===== config.mk =====
export PLATFORM = sky130hd
export DESIGN_NAME = branch_resolve_ctrl
export DESIGN_NICKNAME = d
export VERILOG_FILES = /design/src/rtl/branch_resolve_ctrl_pkg.sv /design/src/rtl/branch_resolve_ctrl_cond_eval.sv /design/src/rtl/branch_resolve_ctrl.sv
export SDC_FILE = /design/constraint.sdc
export NUM_CORES = 1
export LEC_CHECK = 0
export ABC_AREA = 1
export BUFFER_PORTS_ARGS = -buffer_cell sky130_fd_sc_hd__buf_2
export CORE_MARGIN = 3
export CORE_UTILIZATION = 35
export CTS_CLUSTER_SIZE = 20
export DETAILED_ROUTE_END_ITERATION = 8
export PLACE_DENSITY_LB_ADDON = 0.15
export RECOVER_POWER = 50
export SLEW_MARGIN = 20
export SYNTH_ARGS = -nofsm -noshare
export SYNTH_HDL_FRONTEND = slang
export SYNTH_HIERARCHICAL = 1
export SYNTH_SLANG_ARGS = --single-unit

===== constraint.sdc =====
create_clock -name i_clk -period 1.2 [get_ports i_clk]
set_input_delay 0.18 -clock i_clk [delete_from_list [all_inputs] [get_ports i_clk]]
set_output_delay 0.18 -clock i_clk [all_outputs]
set_load 0.02 [all_outputs]

===== src/rtl/branch_resolve_ctrl_pkg.sv =====
// Shared definitions for the branch resolution controller.
//   - Condition-code encodings (cond[2:0]; cond[3] is never decoded)
//   - Bit positions of the committed flags inside the 3-bit zvn vector
//   - FSM state encoding
package branch_resolve_ctrl_pkg;

   // Condition codes
   localparam logic [2:0] COND_EQ   = 3'b000;
   localparam logic [2:0] COND_LT   = 3'b001;
   localparam logic [2:0] COND_GT   = 3'b010;
   localparam logic [2:0] COND_OVF  = 3'b011;
   localparam logic [2:0] COND_NE   = 3'b100;
   localparam logic [2:0] COND_GE   = 3'b101;
   localparam logic [2:0] COND_LE   = 3'b110;
   localparam logic [2:0] COND_TRUE = 3'b111;

   // Flag positions within zvn = {z, v, n}
   localparam int unsigned ZVN_N = 0;
   localparam int unsigned ZVN_V = 1;
   localparam int unsigned ZVN_Z = 2;

   typedef enum logic [1:0] {
      StIdle    = 2'd0,
      StWait    = 2'd1,
      StResolve = 2'd2,
      StFlush   = 2'd3
   } state_t;

endpackage


===== src/rtl/branch_resolve_ctrl_cond_eval.sv =====
// Combinational branch-condition evaluator.
// Ports:
//   i_cond  [2:0]  condition code (EQ..TRUE)
//   i_zvn   [2:0]  committed flags {z, v, n}
//   o_taken        1 when the condition holds for the given flags
module branch_resolve_ctrl_cond_eval
   import branch_resolve_ctrl_pkg::*;
(
   input  logic [2:0] i_cond,
   input  logic [2:0] i_zvn,
   output logic       o_taken
);

   logic w_z;
   logic w_v;
   logic w_n;

   assign w_z = i_zvn[ZVN_Z];
   assign w_v = i_zvn[ZVN_V];
   assign w_n = i_zvn[ZVN_N];

   always_comb begin
      o_taken = 1'b0;
      case (i_cond)
         COND_EQ:   o_taken = w_z;
         COND_LT:   o_taken = ~w_v & w_n;
         COND_GT:   o_taken = (i_zvn == 3'b000);
         COND_OVF:  o_taken = w_v;
         COND_NE:   o_taken = ~w_z;
         COND_GE:   o_taken = ~w_v & ~w_n;
         COND_LE:   o_taken = (w_n & ~w_v) | w_z;
         COND_TRUE: o_taken = 1'b1;
         default:   o_taken = 1'b0;
      endcase
   end

endmodule


===== src/rtl/branch_resolve_ctrl.sv =====
// Conditional-branch resolution controller.
// Accepts one branch at a time, stalls the front end until every older
// flag writer has committed, evaluates the condition against its own
// committed zvn copy, and on a taken branch pulses a redirect followed by
// a FLUSH_CYCLES-long flush.
// Ports:
//   i_clk, i_rst_n          clock, async active-low reset
//   i_br_valid/o_br_ready   branch handshake from decode
//   i_br_cond, i_br_target  condition code (bit 3 unused), taken target
//   i_fw_issue, i_fw_commit flag writer enters EX / commits
//   i_fw_z/v/n              flags delivered with a commit
//   o_stall                 hold fetch/decode
//   o_taken                 outcome, valid in the resolve cycle
//   o_redirect_valid/pc     one-cycle redirect pulse, latched target
//   o_flush                 squash younger instructions
//   o_pend_err              sticky pending-counter over/underflow
module branch_resolve_ctrl
   import branch_resolve_ctrl_pkg::*;
#(
   parameter int unsigned ADDR_W       = 16,
   parameter int unsigned MAX_PEND     = 3,
   parameter int unsigned FLUSH_CYCLES = 2
) (
   input  logic              i_clk,
   input  logic              i_rst_n,
   input  logic              i_br_valid,
   output logic              o_br_ready,
   input  logic [3:0]        i_br_cond,
   input  logic [ADDR_W-1:0] i_br_target,
   input  logic              i_fw_issue,
   input  logic              i_fw_commit,
   input  logic              i_fw_z,
   input  logic              i_fw_v,
   input  logic              i_fw_n,
   output logic              o_stall,
   output logic              o_taken,
   output logic              o_redirect_valid,
   output logic [ADDR_W-1:0] o_redirect_pc,
   output logic              o_flush,
   output logic              o_pend_err
);

   localparam int unsigned PEND_W = $clog2(MAX_PEND + 1);
   localparam int unsigned FCNT_W = $clog2(FLUSH_CYCLES + 1);

   localparam logic [PEND_W-1:0] PEND_MAX  = PEND_W'(MAX_PEND);
   localparam logic [PEND_W-1:0] PEND_ONE  = PEND_W'(1);
   localparam logic [FCNT_W-1:0] FCNT_INIT = FCNT_W'(FLUSH_CYCLES);
   localparam logic [FCNT_W-1:0] FCNT_ONE  = FCNT_W'(1);

   state_t              r_state;
   state_t              w_state_d;
   logic [PEND_W-1:0]   r_pend;
   logic [PEND_W-1:0]   w_pend_d;
   logic                r_pend_err;
   logic                w_pend_err_d;
   logic [2:0]          r_zvn;
   logic [2:0]          w_zvn_d;
   logic [2:0]          r_cond;
   logic [2:0]          w_cond_d;
   logic [ADDR_W-1:0]   r_target;
   logic [ADDR_W-1:0]   w_target_d;
   logic [FCNT_W-1:0]   r_fcnt;
   logic [FCNT_W-1:0]   w_fcnt_d;
   logic                w_cond_taken;
   logic                w_unused_cond;

   // Condition bit 3 is architecturally ignored.
   assign w_unused_cond = i_br_cond[3];

   branch_resolve_ctrl_cond_eval u_cond_eval (
      .i_cond  (r_cond),
      .i_zvn   (r_zvn),
      .o_taken (w_cond_taken)
   );

   // Flag copy and pending-writer counter. Simultaneous issue and commit
   // cancel; an underflowing commit still delivers its flags.
   always_comb begin
      w_zvn_d      = r_zvn;
      w_pend_d     = r_pend;
      w_pend_err_d = r_pend_err;
      if (i_fw_commit) begin
         w_zvn_d[ZVN_Z] = i_fw_z;
         w_zvn_d[ZVN_V] = i_fw_v;
         w_zvn_d[ZVN_N] = i_fw_n;
      end
      if (i_fw_issue && !i_fw_commit) begin
         if (r_pend == PEND_MAX) begin
            w_pend_err_d = 1'b1;
         end else begin
            w_pend_d = r_pend + PEND_ONE;
         end
      end else if (i_fw_commit && !i_fw_issue) begin
         if (r_pend == '0) begin
            w_pend_err_d = 1'b1;
         end else begin
            w_pend_d = r_pend - PEND_ONE;
         end
      end
   end

   // Next-state and outputs. Resolution uses the registered zvn, so a
   // commit landing in the resolve cycle cannot change the outcome.
   always_comb begin
      w_state_d        = r_state;
      w_fcnt_d         = r_fcnt;
      w_cond_d         = r_cond;
      w_target_d       = r_target;
      o_br_ready       = 1'b0;
      o_stall          = 1'b1;
      o_taken          = 1'b0;
      o_redirect_valid = 1'b0;
      o_flush          = 1'b0;
      case (r_state)
         StIdle: begin
            o_br_ready = 1'b1;
            o_stall    = 1'b0;
            if (i_br_valid) begin
               w_cond_d   = i_br_cond[2:0];
               w_target_d = i_br_target;
               w_state_d  = StWait;
            end
         end
         StWait: begin
            // A writer issuing this cycle is older than the branch.
            if ((r_pend == '0) && !i_fw_issue) begin
               w_state_d = StResolve;
            end
         end
         StResolve: begin
            o_taken          = w_cond_taken;
            o_redirect_valid = w_cond_taken;
            if (w_cond_taken) begin
               w_fcnt_d  = FCNT_INIT;
               w_state_d = StFlush;
            end else begin
               w_state_d = StIdle;
            end
         end
         StFlush: begin
            o_flush  = 1'b1;
            w_fcnt_d = r_fcnt - FCNT_ONE;
            if (r_fcnt == FCNT_ONE) begin
               w_state_d = StIdle;
            end
         end
         default: begin
            w_state_d = StIdle;
         end
      endcase
   end

   assign o_redirect_pc = r_target;
   assign o_pend_err    = r_pend_err;

   always_ff @(posedge i_clk or negedge i_rst_n) begin
      if (!i_rst_n) begin
         r_state    <= StIdle;
         r_pend     <= '0;
         r_pend_err <= 1'b0;
         r_zvn      <= '0;
         r_cond     <= '0;
         r_target   <= '0;
         r_fcnt     <= '0;
      end else begin
         r_state    <= w_state_d;
         r_pend     <= w_pend_d;
         r_pend_err <= w_pend_err_d;
         r_zvn      <= w_zvn_d;
         r_cond     <= w_cond_d;
         r_target   <= w_target_d;
         r_fcnt     <= w_fcnt_d;
      end
   end

endmodule


==> results.sh <==
export IMPL_fin_worst_skew_ns=0.00762
export IMPL_maxCapViolCount=0
export IMPL_ys_types=16
export IMPL_synth_cells_most_frequent="nand2_1, dfrtp_1, nand3_1"
export IMPL_worst_hold_startpoint="i_fw_z"
export IMPL_dr_first_iter_drc_count=64
export IMPL_grt_remaining_overflow=0
export IMPL_power_static_leakage_nw=1.16
export IMPL_top_level_ports=50
export IMPL_synthDominantAreaCellType="dfrtp_1"
export IMPL_final_period_utilization_pct=134
export IMPL_final_cell_count_no_fill=289
export IMPL_timing_worst_slew_pin_value_ns=0.654
export IMPL_clock_buffers_created_by_tritoncts=5
export IMPL_area_taken_by_multi_input_logic_gates_um2=729
export IMPL_worst_setup_path_type="reg2out"
export IMPL_critical_path_reg2reg_startpoint="r_zvn[0]"
export IMPL_final_max_slew_viol_count=0
export IMPL_die_width_um=68.6
export IMPL_ys_seq_elements=29
export IMPL_power_total_mw=5.87
export IMPL_synth_async_reset_ratio_pct=100
export IMPL_cpMaxStageDelayCell="dfrtp_1"
export IMPL_ant_nets=0
export IMPL_violations="setup timing"
export IMPL_clockRootBuffer="clkbuf_8"
export IMPL_post_route_drc_count=0
export IMPL_grt_pass1_vias=1114
export IMPL_detailed_place_area_mm2=0.00170
export IMPL_hold_path_cell_count=3
export IMPL_routed_wire_length_per_instance_um=11.8
export IMPL_final_min_clock_period_ns=1.61
export IMPL_slew_limit_headroom_pct=56.4
export IMPL_drt_met1_wl_um=1600
export IMPL_synth_top_cells_by_area="dfrtp_1, nand2_1, nand3_1"
export IMPL_synth_top_flop_cell="dfrtp_1"
export IMPL_worst_path_stages=10
export IMPL_area_growth_pct=58.1
export IMPL_timing_critical_path_required_ns=1.02
export IMPL_final_layout_size_suffix_gt1_share_pct=47.3
export IMPL_status="finished with violations"
export IMPL_start_kind="flop"
export IMPL_route_final_wire_length_um=3420
export IMPL_mappedNetlistNets=201
export IMPL_setup_viol=27
export IMPL_met3_wirelength_um=184
export IMPL_vias_per_cell=4.54
export IMPL_max_clock_path_buffers=2
export IMPL_finalHoldViolations=0
export IMPL_mappedNetlistArea_mm2=0.00137
export IMPL_count_of_inserted_antenna_diode_cells=0
export IMPL_hpwl_after_detailed_placement_um=2170
export IMPL_clock_tree_from_tritoncts="built"
export IMPL_finalCoreUtilization_pct=58.4
export IMPL_core_rowCount=22
export IMPL_synth_avg_cell_area_um2=8.03
export IMPL_irDropWorstVdd_mv=1.22
export IMPL_clock_network_latency_to_the_later_pin_of_the_worst_skew_pair_ns=0.28
export IMPL_initial_utilization_pct=36.9
export IMPL_clkSlewWorstSetupHoldPaths_ns=0.06
export IMPL_gpl_final_weighted_congestion=0.705
export IMPL_antenna_found_initial=0
export IMPL_synth_edff_count=0
export IMPL_cp_arrival_ns=1.43
export IMPL_fmaxAchievable_mhz=621
export IMPL_fillers=366
export IMPL_critPathCaptureType="output port"
export IMPL_rsz0062_at_grt="yes"
export IMPL_ys_warn_count=6
export IMPL_met2_wire_length_um=1620
export IMPL_via_count=1313
export IMPL_postSynthCellCount=171
export IMPL_timing_critical_path_slowest_cell_delay_ns=0.42
export IMPL_cts_htree_levels=2
export IMPL_grt_start_max_net_pins=30
export IMPL_top_routing_layer_in_use="met4"
export IMPL_finalWorstSetupSlack_ns=-0.410
export IMPL_post_synth_top_area_fraction_pct=52.9
export IMPL_detail_route_first_pass_iterations=5
export IMPL_worstPathMaxFanout=4
export IMPL_cts_num_sinks=29
export IMPL_power_density_mw_per_mm2=2710
export IMPL_timing_critical_path_cells="nor2_2 > nand2_1 > nand2_1 > nand2_1 > nand2_1 > nand2_1 > nand2_1 > nand3_2 > inv_4 > buf_6"
export IMPL_crit_top_cell="nand2_1"
export IMPL_worstRegToRegCells=12
export IMPL_cp_buffers_inverters=2
export IMPL_yosysMostFrequentCell="nand2_1"
export IMPL_vertical_die_dimension_um=68.6
export IMPL_num_nets_final=270
export IMPL_design_area_mm2=0.00217
export IMPL_die_area_mm2=0.00471
export IMPL_io_buffer_count=48
export IMPL_grt_total_usage_pct=14.7
export IMPL_floorplan_core_area_mm2=0.00372
export IMPL_hold_crit_path_type="in2reg"
export IMPL_placed_cells=268
export IMPL_seq_area_um2=727
export IMPL_worst_setup_path_startpoint="r_zvn[0]"
export IMPL_ys_seq_area_share_pct=52.9
export IMPL_grt_first_pass_wirelength_um=5060
export IMPL_cpLargestDelayFamily="simple AND/OR/NAND/NOR gates"
[where the power goes]
group	total [mW]	internal, mW	switching [mW]
clock network	1.04	0.676	0.363
logic	3.15	1.42	1.72
registers	1.69	1.38	0.305
total	5.87	3.48	2.39
[final timing paths]
path | endpoint | slack (ns)
worst max-delay path | o_redirect_valid | -0.41
worst min register to register | o_pend_err | 0.46
min in group asynchronous | o_redirect_pc[2] | 0.55
max in group asynchronous | r_cond[0] | 0.19
worst min-delay path | r_zvn[2] | 0.11
worst max register to register | r_fcnt[1] | -0.20
[cell usage in the layout (no fill, tap or decap)]
master         instances
buf_2                 44
inv_1                 13
o21ai_1                1
dfrtp_1               28
buf_8                  3
a21oi_1                2
bufinv_16              1
inv_2                  3
nor2_2                 2
nand2_4                2
nor2_4                 1
nand2_2               14
nand3_1               14
nand2_1               53
o21ai_0                5
clkbuf_1               1
buf_6                  8
inv_4                  1
nand2_8                4
nor2_1                 5
buf_4                  6
o22ai_1                1
dlygate4sd3_1          1
buf_12                 3
ha_1                   2
nand3_2               14
o21ai_2                1
clkbuf_8               6
dfrtp_2                1
a21boi_0               1
[metrics by stage]
step           hold WS (ns)  setup WS (ns)  TNS [ns]
3_3_place_gp          0.144         -0.161    -0.641
4_1_cts               0.101         -0.401     -1.70
2_1_floorplan        -0.116         -0.105    -0.130
5_1_grt               0.103         -0.535     -5.08
6_report              0.107         -0.410     -2.92
3_5_place_dp          0.149         -0.162    -0.629
[final cells by class]
type,count,share of cell area [%]
clock inverter,1,1.38
clock buffer,7,3.98
sequential,29,33.5
multi-input combinational,122,33.6
inverter,17,3.06
tap,48,2.77
timing repair buffer,65,21.7
[sequential cells by signal, indices dropped and copies added, names as in the netlist]
register	flops
o_pend_err	1
r_pend	2
r_zvn	3
r_state	2
o_redirect_pc	16
r_cond	3
r_fcnt	2
[layer usage]
| metal | GRT usage (%) | vias to the layer above |
|---|---|---|
| li1 | - | 680 |
| met1 | 20.4 | 599 |
| met3 | 4.54 | 2 |
| met5 | 0 | - |
| met4 | 7.44 | 0 |
| met2 | 20.4 | 32 |
[cell families after synthesis]
family	count (synthesis)	share of synthesized area, %
simple gates	106	32.8
compound gates	11	4.28
flops	29	52.9
fa+ha+maj	2	1.82
buf+inv	23	8.20
[worst reg2reg max path, delay by kind of cell, from the launching register on]
family,cells,cell delay (ns)
AND/OR/NAND/NOR,9,0.63
flip-flops,1,0.42
buffers and inverters,1,0.16
AO/OA/AOI/OAI,2,0.13
[timing repair]
| action | 4_1_cts | 5_1_grt |
|---|---|---|
| gates cloned | 0 | 3 |
| resized for setup | 19 | 45 |
| hold endpoints to repair | 29 | 0 |
| setup buffers | 6 | 3 |
| hold buffers | 1 | 0 |
| pin swaps | 2 | 16 |
| endpoints found under the setup margin | 9 | 28 |
Power figures use the tool's default switching activity.
